[src/rtl/selector_pkg.sv]
// Shared definitions for the selector value-to-index table: field width
// helpers, loader state encoding and the {value, index} entry packer that
// both the loader and the lookup use.
package selector_pkg;

  typedef enum logic [1:0] {
    IDLE = 2'd0,
    LOAD = 2'd1,
    FULL = 2'd2
  } state_e;

  // Width of a field able to hold n distinct codes (at least one bit).
  function automatic int unsigned clog2_min1(input int unsigned n);
    return (n <= 1) ? 1 : $clog2(n);
  endfunction

  function automatic int unsigned vw_of(input int unsigned size);
    return clog2_min1(size);
  endfunction

  function automatic int unsigned iw_of(input int unsigned k);
    return clog2_min1(k);
  endfunction

  function automatic int unsigned ew_of(input int unsigned size, input int unsigned k);
    return vw_of(size) + iw_of(k);
  endfunction

  // Value in the upper bits, slot index in the low iw bits.
  function automatic logic [31:0] pack_entry(input logic [31:0] value,
                                             input logic [31:0] index,
                                             input int unsigned iw);
    logic [31:0] mask;
    mask = (32'd1 << iw) - 32'd1;
    return (value << iw) | (index & mask);
  endfunction

endpackage

[src/rtl/selector_table_loader_if.sv]
// Upstream value stream (valid/ready) feeding the selector table loader.
interface selector_table_loader_if #(
  parameter int unsigned VW = 4
) ();
  logic          in_valid;
  logic [VW-1:0] in_value;
  logic          in_ready;

  modport master (output in_valid, output in_value, input in_ready);
  modport slave  (input in_valid, input in_value, output in_ready);
endinterface

[src/rtl/selector_dup_cam.sv]
// Duplicate detector: compares an offered value against the value fields of
// every occupied table slot and reports a single hit bit.
module selector_dup_cam
  import selector_pkg::*;
#(
  parameter  int unsigned SIZE = 16,
  parameter  int unsigned K    = 8,
  localparam int unsigned VW   = vw_of(SIZE),
  localparam int unsigned IW   = iw_of(K),
  localparam int unsigned EW   = VW + IW
) (
  input  logic [EW*K-1:0] table_bus,
  input  logic [IW:0]     count,
  input  logic [VW-1:0]   value,
  output logic            hit
);

  logic [K-1:0] occupied;
  logic [K-1:0] match;

  // Slots below count are occupied; a hit needs an occupied slot with equal value.
  always_comb begin
    occupied = '0;
    match    = '0;
    for (int unsigned i = 0; i < K; i++) begin
      occupied[i] = ((IW+1)'(i) < count);
      match[i]    = occupied[i] && (table_bus[i*EW+IW +: VW] == value);
    end
    hit = |match;
  end

endmodule

[src/rtl/selector_table_loader.sv]
// Selector table loader: sequentially collects K values over a valid/ready
// stream and presents them as the packed {value, index} table consumed by
// the selector lookup, qualified by table_valid.
// Optional build macro SELECTOR_DUP_CHECK_EN: discard values already in the
// table and raise a sticky dup_err instead of storing them.
module selector_table_loader
  import selector_pkg::*;
#(
  parameter  int unsigned SIZE = 16,
  parameter  int unsigned K    = 8,
  localparam int unsigned VW   = vw_of(SIZE),
  localparam int unsigned IW   = iw_of(K),
  localparam int unsigned EW   = VW + IW
) (
  input  logic                    clk,
  input  logic                    rst,
  input  logic                    start,
  input  logic                    clear,
  selector_table_loader_if.slave  in_if,
  output logic [EW*K-1:0]         table_bus,
  output logic                    table_valid,
  output logic [IW:0]             count,
  output logic                    dup_err
);

  state_e          state_q, state_d;
  logic [EW*K-1:0] table_q, table_d;
  logic [IW:0]     count_q, count_d;
  logic            dup_q, dup_d;
  logic            ready;
  logic            dup_hit;

`ifdef SELECTOR_DUP_CHECK_EN
  selector_dup_cam #(
    .SIZE (SIZE),
    .K    (K)
  ) u_dup_cam (
    .table_bus (table_q),
    .count     (count_q),
    .value     (in_if.in_value),
    .hit       (dup_hit)
  );
`else
  assign dup_hit = 1'b0;
`endif

  // Next-state, table write and handshake; clear has priority over start.
  always_comb begin
    state_d = state_q;
    table_d = table_q;
    count_d = count_q;
    dup_d   = dup_q;
    ready   = 1'b0;
    case (state_q)
      IDLE: begin
        if (clear) begin
          table_d = '0;
          count_d = '0;
        end else if (start) begin
          state_d = LOAD;
          table_d = '0;
          count_d = '0;
          dup_d   = 1'b0;
        end
      end
      LOAD, FULL: begin
        ready = (state_q == LOAD) && !start && !clear;
        if (clear) begin
          state_d = IDLE;
          table_d = '0;
          count_d = '0;
        end else if (start) begin
          state_d = LOAD;
          table_d = '0;
          count_d = '0;
          dup_d   = 1'b0;
        end else if (ready && in_if.in_valid) begin
          if (dup_hit) begin
            // Handshake completes but the value is dropped.
            dup_d = 1'b1;
          end else begin
            for (int unsigned i = 0; i < K; i++) begin
              if (count_q == (IW+1)'(i)) begin
                table_d[i*EW +: EW] = EW'(pack_entry(32'(in_if.in_value), 32'(i), IW));
              end
            end
            count_d = count_q + 1'b1;
            if (count_q == (IW+1)'(K-1)) begin
              state_d = FULL;
            end
          end
        end
      end
      default: begin
        state_d = IDLE;
        table_d = '0;
        count_d = '0;
      end
    endcase
  end

  // State register with synchronous reset.
  always_ff @(posedge clk) begin
    if (rst) begin
      state_q <= IDLE;
      table_q <= '0;
      count_q <= '0;
      dup_q   <= 1'b0;
    end else begin
      state_q <= state_d;
      table_q <= table_d;
      count_q <= count_d;
      dup_q   <= dup_d;
    end
  end

  assign in_if.in_ready = ready;
  assign table_bus      = table_q;
  assign count          = count_q;
  assign table_valid    = (state_q == FULL);
  assign dup_err        = dup_q;

endmodule

[src/flat_wrapper.sv]
// flat-port wrapper written by rule: the top's interface ports become plain ports
module selector_table_loader_flat import selector_pkg::*;
#(
  parameter  int unsigned SIZE = 16,
  parameter  int unsigned K    = 8,
  localparam int unsigned VW   = vw_of(SIZE),
  localparam int unsigned IW   = iw_of(K),
  localparam int unsigned EW   = VW + IW
)
  (clk, rst, start, clear, table_bus, table_valid, count, dup_err, in_if_in_valid, in_if_in_value, in_if_in_ready);
  selector_table_loader_if #(.VW(4)) in_if_i ();
  input  logic clk;
  input  logic rst;
  input  logic start;
  input  logic clear;
  output logic [EW*K-1:0] table_bus;
  output logic table_valid;
  output logic [IW:0] count;
  output logic dup_err;
  input wire logic [$bits(in_if_i.in_valid)-1:0] in_if_in_valid;
  input wire logic [$bits(in_if_i.in_value)-1:0] in_if_in_value;
  output wire logic [$bits(in_if_i.in_ready)-1:0] in_if_in_ready;
  assign in_if_i.in_valid = in_if_in_valid;
  assign in_if_i.in_value = in_if_in_value;
  assign in_if_in_ready = in_if_i.in_ready;
  selector_table_loader #(.SIZE(SIZE), .K(K)) u_core (.clk(clk), .rst(rst), .start(start), .clear(clear), .in_if(in_if_i), .table_bus(table_bus), .table_valid(table_valid), .count(count), .dup_err(dup_err));
endmodule
[config.mk]
export PLATFORM = sky130hd
export DESIGN_NAME = selector_table_loader_flat
export DESIGN_NICKNAME = d
export VERILOG_FILES = /design/src/rtl/selector_pkg.sv /design/src/rtl/selector_table_loader_if.sv /design/src/rtl/selector_dup_cam.sv /design/src/rtl/selector_table_loader.sv /design/src/flat_wrapper.sv
export SDC_FILE = /design/constraint.sdc
export NUM_CORES = 1
export LEC_CHECK = 0
export BUFFER_PORTS_ARGS = -buffer_cell sky130_fd_sc_hd__buf_4
export CAP_MARGIN = 20
export CORE_MARGIN = 5
export CORE_UTILIZATION = 50
export CTS_BUF_LIST = sky130_fd_sc_hd__clkbuf_8
export DETAILED_ROUTE_END_ITERATION = 8
export PLACE_DENSITY = 0.85
export REMOVE_ABC_BUFFERS = 1
export SLEW_MARGIN = 20
export SYNTH_ARGS = -nofsm -noshare
export SYNTH_HDL_FRONTEND = slang
export SYNTH_HIERARCHICAL = 1
export SYNTH_SLANG_ARGS = --single-unit
export TNS_END_PERCENT = 5
[constraint.sdc]
create_clock -name clk -period 2.2 [get_ports clk]
set_input_delay 0.33 -clock clk [delete_from_list [all_inputs] [get_ports clk]]
set_output_delay 0.33 -clock clk [all_outputs]
set_load 0.1 [all_outputs]
==> out/metrics.cfg, run 1 <==
[routing]
viasPerCell = 5.07
drt_iter0_markers = 116
wl_per_cell_um = 14.2
antenna_left = 0
drc = 0
wirelength_um = 4600
drt_pass1_iterations = 4
vias = 1643

[grt]
grt_pass1_wl_um = 7440
grt_max_degree = 31
grt_overflow = 0
grt_pass1_vias = 1617
antenna_found_initial = 0
grt_usage = 0.174

[power_and_ir_drop]
power.leakage_nw = 1.24
max-vdd-ir-drop_mv = 0.447
power-per-cell-area_mw_per_mm2 = 648
p_total_mw = 1.69

[synth]
yosysWarningCount = 6
synth_area_mm2 = 0.00212
yosysTopAreaCell = dfxtp_1
synth_top_area_frac = 0.426
synth_seq_cells = 45
synth_seq_area_share = 0.426
ys_types = 38
syn_inst = 216
synthTopCellsByArea = dfxtp_1 (43%), mux2i_1 (13%), nand2_1 (7.3%)
avgSynthCellArea_um2 = 9.80

[placed_design]
gp_congestion = 0.894
dpl.hpwl_um = 3520
post-place-ws_ps = 237
io_buffers = 58

[final_layout]
final_common_cell = buf_4
layout_common_cells = buf_4 (63), dfxtp_1 (45), nand2_1 (41), mux2i_1 (28), conb_1 (13)
n_fill_cell = 324
nNetsFinal = 290
antenna_cells = 0
area_growth_pct = 23.5
drive_gt1_frac = 0.318

[worst_hold_path]
hp-class = primary input to flop
holdPathEnd = u_core/count[1]$_SDFFE_PP0P_
hold_depth = 2
worstHoldStart = rst

[worst_setup_path]
crit_path_end_kind = primary output
crit_chain = inv_1 > ha_1 > nor3b_4 > and2_2 > buf_6
r2r_end = u_core/table_bus[37]$_SDFFE_PP0P_
reg2reg_from = u_core/state_q[1]$_SDFFE_PP0P_
cp-startpoint = u_core/state_q[0]$_SDFFE_PP0P_
crit_path_top_delay_cell = dfxtp_1
reg2regPathDepth = 7
reg2reg_slack_ps = 190
arrival_ps = 1730
cp.required_ps = 1870
start_kind = flop
cp_top_family = flip-flops
cpPeakStageDelay_ps = 390
crit_fanout = 5
critPathBufInv = 2
crit_type = flop to primary output

[clock_network]
post_cts_buffers = 0
cts_made_buffers = 5
clockBufferDepth = 2
insertion_delay_ps = 300
cts.clk_slew.worst_paths_ps = 80
cts_tree = done
cts_root_buf = clkbuf_8
clock_sinks = 45
hold_buffers = 0
htreeDepth = 2

[sta]
slew_viol_final = 0
hold_slack_ps = 226
period_share = 0.934
hold_violations = 0
rsz0062_at_grt = no
fin_skew_ps = 3.59
fmaxAchievable_mhz = 486
finalSetupViolations = 0
setup_slack_ps = 144
final.min_clock_period_ps = 2060

[floorplanning]
fp.dieW_um = 75.1
rows = 23
boundaryPins = 72
dieArea_mm2 = 0.00563
start_util = 0.521
placeableCoreArea_mm2 = 0.00406
die_y_um = 75.1

[flow_run]
max-cap-violations = 0

[outcome]
status = finished clean

[where the power goes]
group          switching, mW  total [mW]  internal (mW)  leakage, nW
Sequential           0.00881       0.834          0.825        0.364
Combinational          0.273       0.348         0.0750        0.831
Clock                  0.286       0.511          0.225       0.0445
Total                  0.568        1.69           1.13         1.24
[kinds of logic (layout without fill, tap and decap cells)]
kind of cell | after synthesis | after routing | share of synthesized area
simple gates | 68 | 68 | 0.172
other cells | 1 | 13 | 0.00177
compound gates | 28 | 28 | 0.111
flops | 45 | 45 | 0.426
mux | 28 | 28 | 0.132
buf+inv | 37 | 83 | 0.106
fa+ha+maj | 8 | 8 | 0.0473
xor+xnor | 1 | 1 | 0.00414
[flip-flops by register name (all words and copies together) (netlist names)]
signal,cells
u_core/table_bus,39
u_core/count,4
u_core/state_q,2
[synthesized netlist by cell type]
| library cell | number |
|---|---|
| dfxtp_1 | 45 |
| nand3_1 | 1 |
| a21oi_1 | 5 |
| and3_1 | 1 |
| buf_6 | 2 |
| and2_2 | 1 |
| a221oi_1 | 1 |
| buf_4 | 18 |
| nor2_1 | 7 |
| ha_1 | 8 |
| a32o_1 | 4 |
| a21o_1 | 2 |
| nor2b_1 | 2 |
| nand4_1 | 1 |
| a21o_4 | 1 |
| or3_1 | 1 |
| clkbuf_1 | 3 |
| and2_4 | 1 |
| and3b_2 | 1 |
| a21oi_4 | 3 |
| nor4_1 | 2 |
| o21a_1 | 4 |
| a21o_2 | 1 |
| conb_1 | 1 |
| xnor2_1 | 1 |
| and4_2 | 1 |
| inv_1 | 11 |
| or4_1 | 1 |
| nand2_4 | 4 |
| nor3_1 | 1 |
| o211ai_1 | 2 |
| o21ai_0 | 3 |
| buf_2 | 3 |
| nor3b_4 | 1 |
| mux2i_1 | 28 |
| nor4_4 | 1 |
| nand2_1 | 41 |
| a31oi_1 | 2 |
[final cells by class]
| class | count | area [um^2] | share of cell area |
|---|---|---|---|
| Multi-Input combinational cell | 146 | 1030 | 0.396 |
| Sequential cell | 45 | 901 | 0.345 |
| Tap cell | 50 | 62.6 | 0.0239 |
| Timing Repair Buffer | 64 | 484 | 0.185 |
| Inverter | 11 | 41.3 | 0.0158 |
| Clock inverter | 3 | 21.3 | 0.00814 |
| Clock buffer | 5 | 68.8 | 0.0263 |
[how the worst max path moves through the flow]
stage                                                   end  slack [ps]  cells after the start
after floorplan                               table_bus[49]        -340                      0
after global placement    u_core/table_bus[37]$_SDFFE_PP0P_         310                      7
after detailed placement  u_core/table_bus[37]$_SDFFE_PP0P_         240                      7
after CTS                                    in_if_in_ready          80                      5
after global routing                         in_if_in_ready          30                      5
final                                        in_if_in_ready         140                      5
[layer usage]
metal	up-vias	wire length, um	GRT usage
met2	53	2240	0.291
li1	810	-	-
met1	773	1920	0.211
met5	-	0	0
met3	7	369	0.0561
met4	0	63	0.0613
[through the flow]
step                std cells  setup TNS, ps  utilization  area (um^2)
floorplan                 202          -1300            -         1980
global placement          316              0        0.621         2520
detailed placement        316              0        0.621         2520
CTS                       324              0        0.643         2610
global route              324              0        0.644         2610
finish                    324              0        0.644         2610
[timing repair]
| item | in CTS | in global routing |
|---|---|---|
| endpoints found under the hold margin | 0 | 0 |
| setup endpoints to repair | 0 | 1 |
| resized for setup | 0 | 1 |
Note: power is estimated with default switching activity, not from simulation.
==> run 2, diff against run 1 <==
--- a/config.mk
+++ b/config.mk
@@ -8,10 +8,10 @@
 export BUFFER_PORTS_ARGS = -buffer_cell sky130_fd_sc_hd__buf_4
 export CAP_MARGIN = 20
 export CORE_MARGIN = 5
-export CORE_UTILIZATION = 50
+export CORE_UTILIZATION = 52
 export CTS_BUF_LIST = sky130_fd_sc_hd__clkbuf_8
 export DETAILED_ROUTE_END_ITERATION = 8
-export PLACE_DENSITY = 0.85
+export PLACE_DENSITY = 0.87
 export REMOVE_ABC_BUFFERS = 1
 export SLEW_MARGIN = 20
 export SYNTH_ARGS = -nofsm -noshare
==> run 2 against run 1 <==
Effect of this change: via count fell by 0.49%; count of clock-buffer cells in the layout is the same; sequential share of layout area up 0.28 points; maximum frequency is 0.78% lower; design area shrank 0.81%; critical path depth unchanged; first-iteration DRC count decreased by 41%; clock skew is 1.3 ps lower; non-clock buffer count fell by 1; combinational power about the same; largest cell class unchanged.
==> out/metrics.cfg, run 2 (synthesis gave the netlist of run 1 again) <==
[outcome]
status = finished clean

[clock_network]
clock_sinks = 45  ; unchanged
cts_made_buffers = 5  ; unchanged
clockBufferDepth = 2  ; unchanged
cts.clk_slew.worst_paths_ps = 80  ; about the same
hold_buffers = 0  ; unchanged
htreeDepth = 2  ; unchanged
insertion_delay_ps = 290  ; about the same
post_cts_buffers = 0  ; unchanged
cts_root_buf = clkbuf_8
cts_tree = done
ctsResizeCount = 0  ; unchanged

[power_and_ir_drop]
p_sw_uw = 535  ; -5.9%
p_seq_frac = 0.507  ; +0.014
max-vdd-ir-drop_mv = 0.430  ; -3.8%
swShare = 0.325  ; -0.0104
power.leakage_nw = 1.24  ; +0.12%
p_int_mw = 1.11  ; -1.3%
power-per-cell-area_mw_per_mm2 = 635  ; -2.0%
clkPwrFrac = 0.283  ; -0.019
pwr-share-comb = 0.211  ; +0.005

[sta]
slew_viol_final = 0  ; unchanged
rsz0062_at_grt = no
final.min_clock_period_ps = 2070  ; +16.2 ps
finalSetupViolations = 0  ; unchanged
fin_skew_ps = 2.24  ; -1.35 ps
period_share = 0.942  ; +0.00736
setup_slack_ps = 128  ; -16.2 ps
hold_slack_ps = 245  ; +18.3 ps
fmaxAchievable_mhz = 483  ; -0.78%
hold_violations = 0  ; unchanged

[final_layout]
final_core_util = 0.653  ; +0.00865
fin_area_mm2 = 0.00259  ; -0.81%
multi_input_area_mm2 = 0.00103  ; unchanged
largest_reg_flops = 39  ; unchanged
final_common_cell = buf_4
area_growth_pct = 22.5
nNetsFinal = 289  ; -0.34%
seq_area_um2 = 901  ; unchanged
finalNonFillerCells = 323  ; -0.31%
drive_gt1_frac = 0.304  ; -0.0135
n_fill_cell = 336  ; +3.7%
layout_common_cells = buf_4 (63), dfxtp_1 (45), nand2_1 (41), mux2i_1 (28), inv_1 (14)
antenna_cells = 0  ; unchanged

[placed_design]
dpl.hpwl_um = 3460  ; -1.8%
post-place-ws_ps = 234  ; -2.60 ps
io_buffers = 58  ; unchanged
gp_congestion = 0.783  ; -12%
place_area_mm2 = 0.00251  ; -0.30%
dpl.cell_count = 315  ; -0.32%

[worst_setup_path]
cp.required_ps = 1870  ; about the same
crit_fanout = 5  ; unchanged
crit_type = flop to primary output
arrival_ps = 1740  ; about the same
crit_path_end_kind = primary output
reg2reg_from = u_core/state_q[1]$_SDFFE_PP0P_
r2r_end = u_core/table_bus[13]$_SDFFE_PP0P_
critPathCapture = in_if_in_ready
reg2reg_slack_ps = 200  ; about the same
cp-startpoint = u_core/state_q[0]$_SDFFE_PP0P_
start_kind = flop
reg2regPathDepth = 7  ; unchanged

[routing]
viasPerCell = 5.06  ; -0.18%
drt_pass1_iterations = 4  ; unchanged
drc = 0  ; unchanged
drt_iter0_markers = 69  ; -41%
wl_per_cell_um = 14.2  ; about the same
wirelength_um = 4590  ; -0.24%
vias = 1635  ; -0.49%
antenna_left = 0  ; unchanged

[floorplanning]
placeableCoreArea_mm2 = 0.00397  ; -2.1%
dieArea_mm2 = 0.00544  ; -3.3%
rows = 23  ; unchanged
start_util = 0.533  ; +0.0113
boundaryPins = 72  ; unchanged
fp.dieW_um = 73.8  ; -1.7%
die_y_um = 73.8  ; -1.7%

[grt]
grt_pass1_vias = 1602  ; -0.93%
antenna_found_initial = 0  ; unchanged
grt_usage = 0.175  ; +0.000454
grt_max_degree = 31  ; unchanged
grt_overflow = 0  ; unchanged
grt_pass1_wl_um = 7310  ; -1.8%

[worst_hold_path]
hp-class = primary input to flop

[flow_run]
max-cap-violations = 0  ; unchanged

==> run 2: cell types whose count changed in the layout (fill, tap and decap cells not counted), sizes merged <==
| cell | change |
|---|---|
| inv | +2 |
| clkinvlp | -1 |
| buf | -1 |
| clkinv | -1 |
==> run 2: layer usage <==
| metal | global-route usage | share of wire | wire, um |
|---|---|---|---|
| met4 | 0.0584 | 0.0092 | 42 |
| met1 | 0.217 | 0.43 | 1950 |
| met3 | 0.0438 | 0.068 | 311 |
| met5 | 0 | 0 | 0 |
| met2 | 0.294 | 0.50 | 2280 |
==> run 2: layout make-up <==
type / count / area share
Timing Repair Buffer: 63 / 0.182
Tap cell: 50 / 0.0241
Multi-Input combinational cell: 146 / 0.399
Inverter: 11 / 0.0159
Sequential cell: 45 / 0.347
Clock buffer: 5 / 0.0265
Clock inverter: 3 / 0.00434
==> run 2: how the worst min path moves through the flow <==
| stage | startpoint | end | slack (ps) | cells after the start |
|---|---|---|---|---|
| final | rst | u_core/count[1]$_SDFFE_PP0P_ | 240 | 2 |
| after global routing | rst | u_core/count[1]$_SDFFE_PP0P_ | 240 | 2 |
| after CTS | rst | u_core/count[1]$_SDFFE_PP0P_ | 240 | 2 |
| after detailed placement | u_core/table_bus[7]$_SDFFE_PP0P_ | u_core/table_bus[7]$_SDFFE_PP0P_ | 450 | 2 |
| after global placement | u_core/table_bus[15]$_SDFFE_PP0P_ | u_core/table_bus[15]$_SDFFE_PP0P_ | 440 | 2 |
| after floorplan | rst | u_core/count[1]$_SDFFE_PP0P_ | 400 | 1 |
==> run 2: worst max-delay path, stage by stage, from the launching register on <==
cell and delay [ps]:
dfxtp_1 380, inv_1 80, ha_1 350, nor3b_4 210, and2_2 160, buf_4 280
==> run 2: per-stage QoR <==
step / TNS, ps / power (mW)
6_report: 0 / 1.65
5_1_grt: 0 / 1.71
4_1_cts: 0 / 1.66
3_5_place_dp: 0 / 1.20
3_3_place_gp: 0 / 1.20
2_1_floorplan: -1300 / 1.13
==> run 2: power by group through the flow <==
stage / Combinational (mW) / Sequential, mW / Clock [mW]
final: 0.346 / 0.834 / 0.465
after global routing: 0.360 / 0.836 / 0.517
after CTS: 0.345 / 0.834 / 0.477
after detailed placement: 0.345 / 0.853 / 0
after global placement: 0.343 / 0.853 / 0
after floorplan: 0.188 / 0.942 / 0
==> run 3, diff against run 2 <==
--- a/config.mk
+++ b/config.mk
@@ -5,13 +5,14 @@
 export SDC_FILE = /design/constraint.sdc
 export NUM_CORES = 1
 export LEC_CHECK = 0
+export ABC_AREA = 1
 export BUFFER_PORTS_ARGS = -buffer_cell sky130_fd_sc_hd__buf_4
 export CAP_MARGIN = 20
 export CORE_MARGIN = 5
 export CORE_UTILIZATION = 52
 export CTS_BUF_LIST = sky130_fd_sc_hd__clkbuf_8
 export DETAILED_ROUTE_END_ITERATION = 8
-export PLACE_DENSITY = 0.87
+export PLACE_DENSITY = 0.86
 export REMOVE_ABC_BUFFERS = 1
 export SLEW_MARGIN = 20
 export SYNTH_ARGS = -nofsm -noshare
==> run 3 against run 2 <==
Effect of this change: critical path depth is the same; register-to-register slack gained 20 ps; wire length grew 10%; sequential share of layout area shrank 1.6 points; maximum frequency grew 0.75%; largest cell class unchanged; non-clock buffer count shrank 4; setup slack gained 15 ps; design area grew 4.9%; global-route usage grew 0.15 points; cell count grew 31%; critical endpoint unchanged; synthesized area grew 6.7%.
==> out/metrics.cfg, run 3 <==
[synth]
ys_types = 24  ; -37%
yosysWarningCount = 6  ; unchanged
synth_fa_ha_area_frac = 0.0443  ; -0.00299
synthArstFlopShare = 0  ; unchanged
synthTopCellsByArea = dfxtp_1 (40%), nor2_1 (16%), nand3_1 (8.6%)
syn_inst = 317  ; +47%
synth_compound_area_frac = 0.0537  ; -0.0568
synth_seq_cells = 45  ; unchanged
synth_top_cells_by_count = nor2_1 (96), nand2_1 (50), dfxtp_1 (45)
muxShareOfSynthArea = 0  ; -0.132
synth-edff-count = 0  ; unchanged
synth-xor-area-share = 0  ; -0.00414
synth_top_family_by_area = simple AND/OR/NAND/NOR gates
avgSynthCellArea_um2 = 7.12  ; -27%
synth_area_mm2 = 0.00226  ; +6.7%
yosys_most_used_dff = dfxtp_1
yosysMostFrequentCell = nor2_1
yosysTopAreaCell = dfxtp_1
synth_top_area_frac = 0.399  ; -0.0269
synth_seq_area_share = 0.399  ; -0.0269
synthSimpleGateAreaFrac = 0.372  ; +0.201

[sta]
hold_violations = 0  ; unchanged
relSlewSlack = 0.647
final.min_clock_period_ps = 2060  ; -15.5 ps
period_share = 0.935  ; -0.00704
fin_skew_ps = 6.63  ; +4.38 ps
rsz0062_at_grt = no
setup_slack_ps = 144  ; +15.5 ps
finalSetupViolations = 0  ; unchanged
fmaxAchievable_mhz = 486  ; +0.75%
slew_viol_final = 0  ; unchanged
worst_pin_slew_ps = 525

[final_layout]
final_common_cell = nor2_1
nNetsFinal = 386  ; +34%
layout_common_cells = nor2_1 (96), buf_4 (59), nand2_1 (50), dfxtp_1 (45), nand3_1 (39)
multi_input_area_mm2 = 0.00111  ; +7.4%
n_fill_cell = 391  ; +16%
finalNonFillerCells = 422  ; +31%
drive_gt1_frac = 0.230  ; -0.0743
largest_reg_flops = 39  ; unchanged
seq_area_um2 = 901  ; unchanged
area_growth_pct = 20.4
antenna_cells = 0  ; unchanged

[worst_hold_path]
hold_depth = 2  ; unchanged
hp-class = primary input to flop

[grt]
grt_usage = 0.176  ; +0.00145
grt_pass1_wl_um = 8510  ; +17%
grt_max_degree = 31  ; unchanged
grt_pass1_vias = 1919  ; +20%
grt_overflow = 0  ; unchanged
antenna_found_initial = 0  ; unchanged

[clock_network]
ctsResizeCount = 0  ; unchanged
htreeDepth = 2  ; unchanged
cts_root_buf = clkbuf_8
hold_buffers = 0  ; unchanged
cts_made_buffers = 5  ; unchanged
insertion_delay_ps = 300  ; about the same
clock_sinks = 45  ; unchanged
cts_tree = done
post_cts_buffers = 0  ; unchanged
clockBufferDepth = 2  ; unchanged
cts.clk_slew.worst_paths_ps = 80  ; about the same

[routing]
vias = 2065  ; +26%
wl_per_cell_um = 12.0  ; -15%
drt_pass1_iterations = 4  ; unchanged
antenna_left = 0  ; unchanged
viasPerCell = 4.89  ; -3.3%
drt_iter0_markers = 171  ; +150%
wirelength_um = 5060  ; +10%
drc = 0  ; unchanged

[floorplanning]
dieArea_mm2 = 0.00576  ; +5.8%
placeableCoreArea_mm2 = 0.00429  ; +8.1%
rows = 24  ; +4.3%
start_util = 0.526  ; -0.00683
die_y_um = 75.9  ; +2.9%
fp.dieW_um = 75.9  ; +2.9%
boundaryPins = 72  ; unchanged

[placed_design]
dpl.cell_count = 414  ; +31%
gp_congestion = 0.883  ; +13%
post-place-ws_ps = 280  ; +45.5 ps
dpl.hpwl_um = 3790  ; +9.7%
io_buffers = 58  ; unchanged

[worst_setup_path]
crit_type = flop to primary output
cpPeakStageDelay_ps = 390  ; about the same
reg2regPathDepth = 8  ; +1
cp_top_family = flip-flops
start_kind = flop
arrival_ps = 1730  ; about the same
critPathBufInv = 2  ; unchanged
cp.required_ps = 1870  ; about the same
worst-path-stages = 5  ; unchanged
crit_fanout = 10  ; +5
crit_path_top_delay_cell = dfxtp_1
crit_path_end_kind = primary output
crit_chain = inv_1 > ha_1 > nand2_4 > nor2_1 > buf_4

[outcome]
status = finished clean

[flow_run]
max-cap-violations = 0  ; unchanged

run 3: changes by cell type in the layout (fill, tap and decap cells not counted), sizes merged, moves of 4 or more:
| cell | previous run | this run |
|---|---|---|
| nand3 | 1 | 40 |
| inv | 14 | 21 |
| nand2 | 45 | 54 |
| a32o | 4 | 0 |
| a21o | 4 | 0 |
| mux2i | 28 | 0 |
| buf | 63 | 59 |
| o21ai | 3 | 9 |
| nor2 | 7 | 100 |
| o21a | 4 | 0 |
run 3: final timing paths:
path | from | end | slack (ps)
max | u_core/state_q[1]$_SDFFE_PP0P_ | in_if_in_ready | 140
min | rst | u_core/count[1]$_SDFFE_PP0P_ | 200
max reg2reg | u_core/state_q[0]$_SDFFE_PP0P_ | u_core/table_bus[18]$_SDFFE_PP0P_ | 220
min reg2reg | u_core/table_bus[7]$_SDFFE_PP0P_ | u_core/table_bus[7]$_SDFFE_PP0P_ | 480
run 3: final cells by class:
type                       instances  area share
sequential                        45       0.331
timing repair buffer              59       0.163
inverter                          22      0.0308
clock buffer                       6      0.0304
multi-input combinational        236       0.408
clock inverter                     2      0.0124
tap                               52      0.0239
run 3: per-layer routing:
layer,GRT usage,routed length [um],vias up
li1,-,-,1064
met1,0.208,2140,918
met2,0.288,2430,70
met3,0.0592,395,13
met4,0.0783,95,0
met5,0,0,-
run 3: worst register-to-register path, stage by stage, from the launching register on:
cell	delay [ps]
dfxtp_1	370
inv_1	90
ha_1	380
nand2_4	160
clkinv_2	240
nand2_1	350
nand3_1	150
nand2_1	110
nor2_1	50
run 3: stage by stage:
step | instance area (um^2) | hold WS, ps | TNS (ps) | util
3_3_place_gp | 2600 | 451 | 0 | 0.606
6_report | 2720 | 205 | 0 | 0.633
4_1_cts | 2720 | 200 | 0 | 0.633
5_1_grt | 2720 | 205 | 0 | 0.633
2_1_floorplan | 2100 | 399 | -1640 | -
3_5_place_dp | 2600 | 470 | 0 | 0.606
run 3: kinds of logic after synthesis:
| logic type | count (synthesis) |
|---|---|
| other | 1 |
| and+or+nand+nor | 196 |
| adders and majority gates | 8 |
| AOI/OAI and AO/OA | 19 |
| DFF | 45 |
| buffers and inverters | 48 |
Power of run 3 is left out: the tool's default activity adds up to more than one toggle a clock period on the data nets, which glitch-free logic cannot reach.
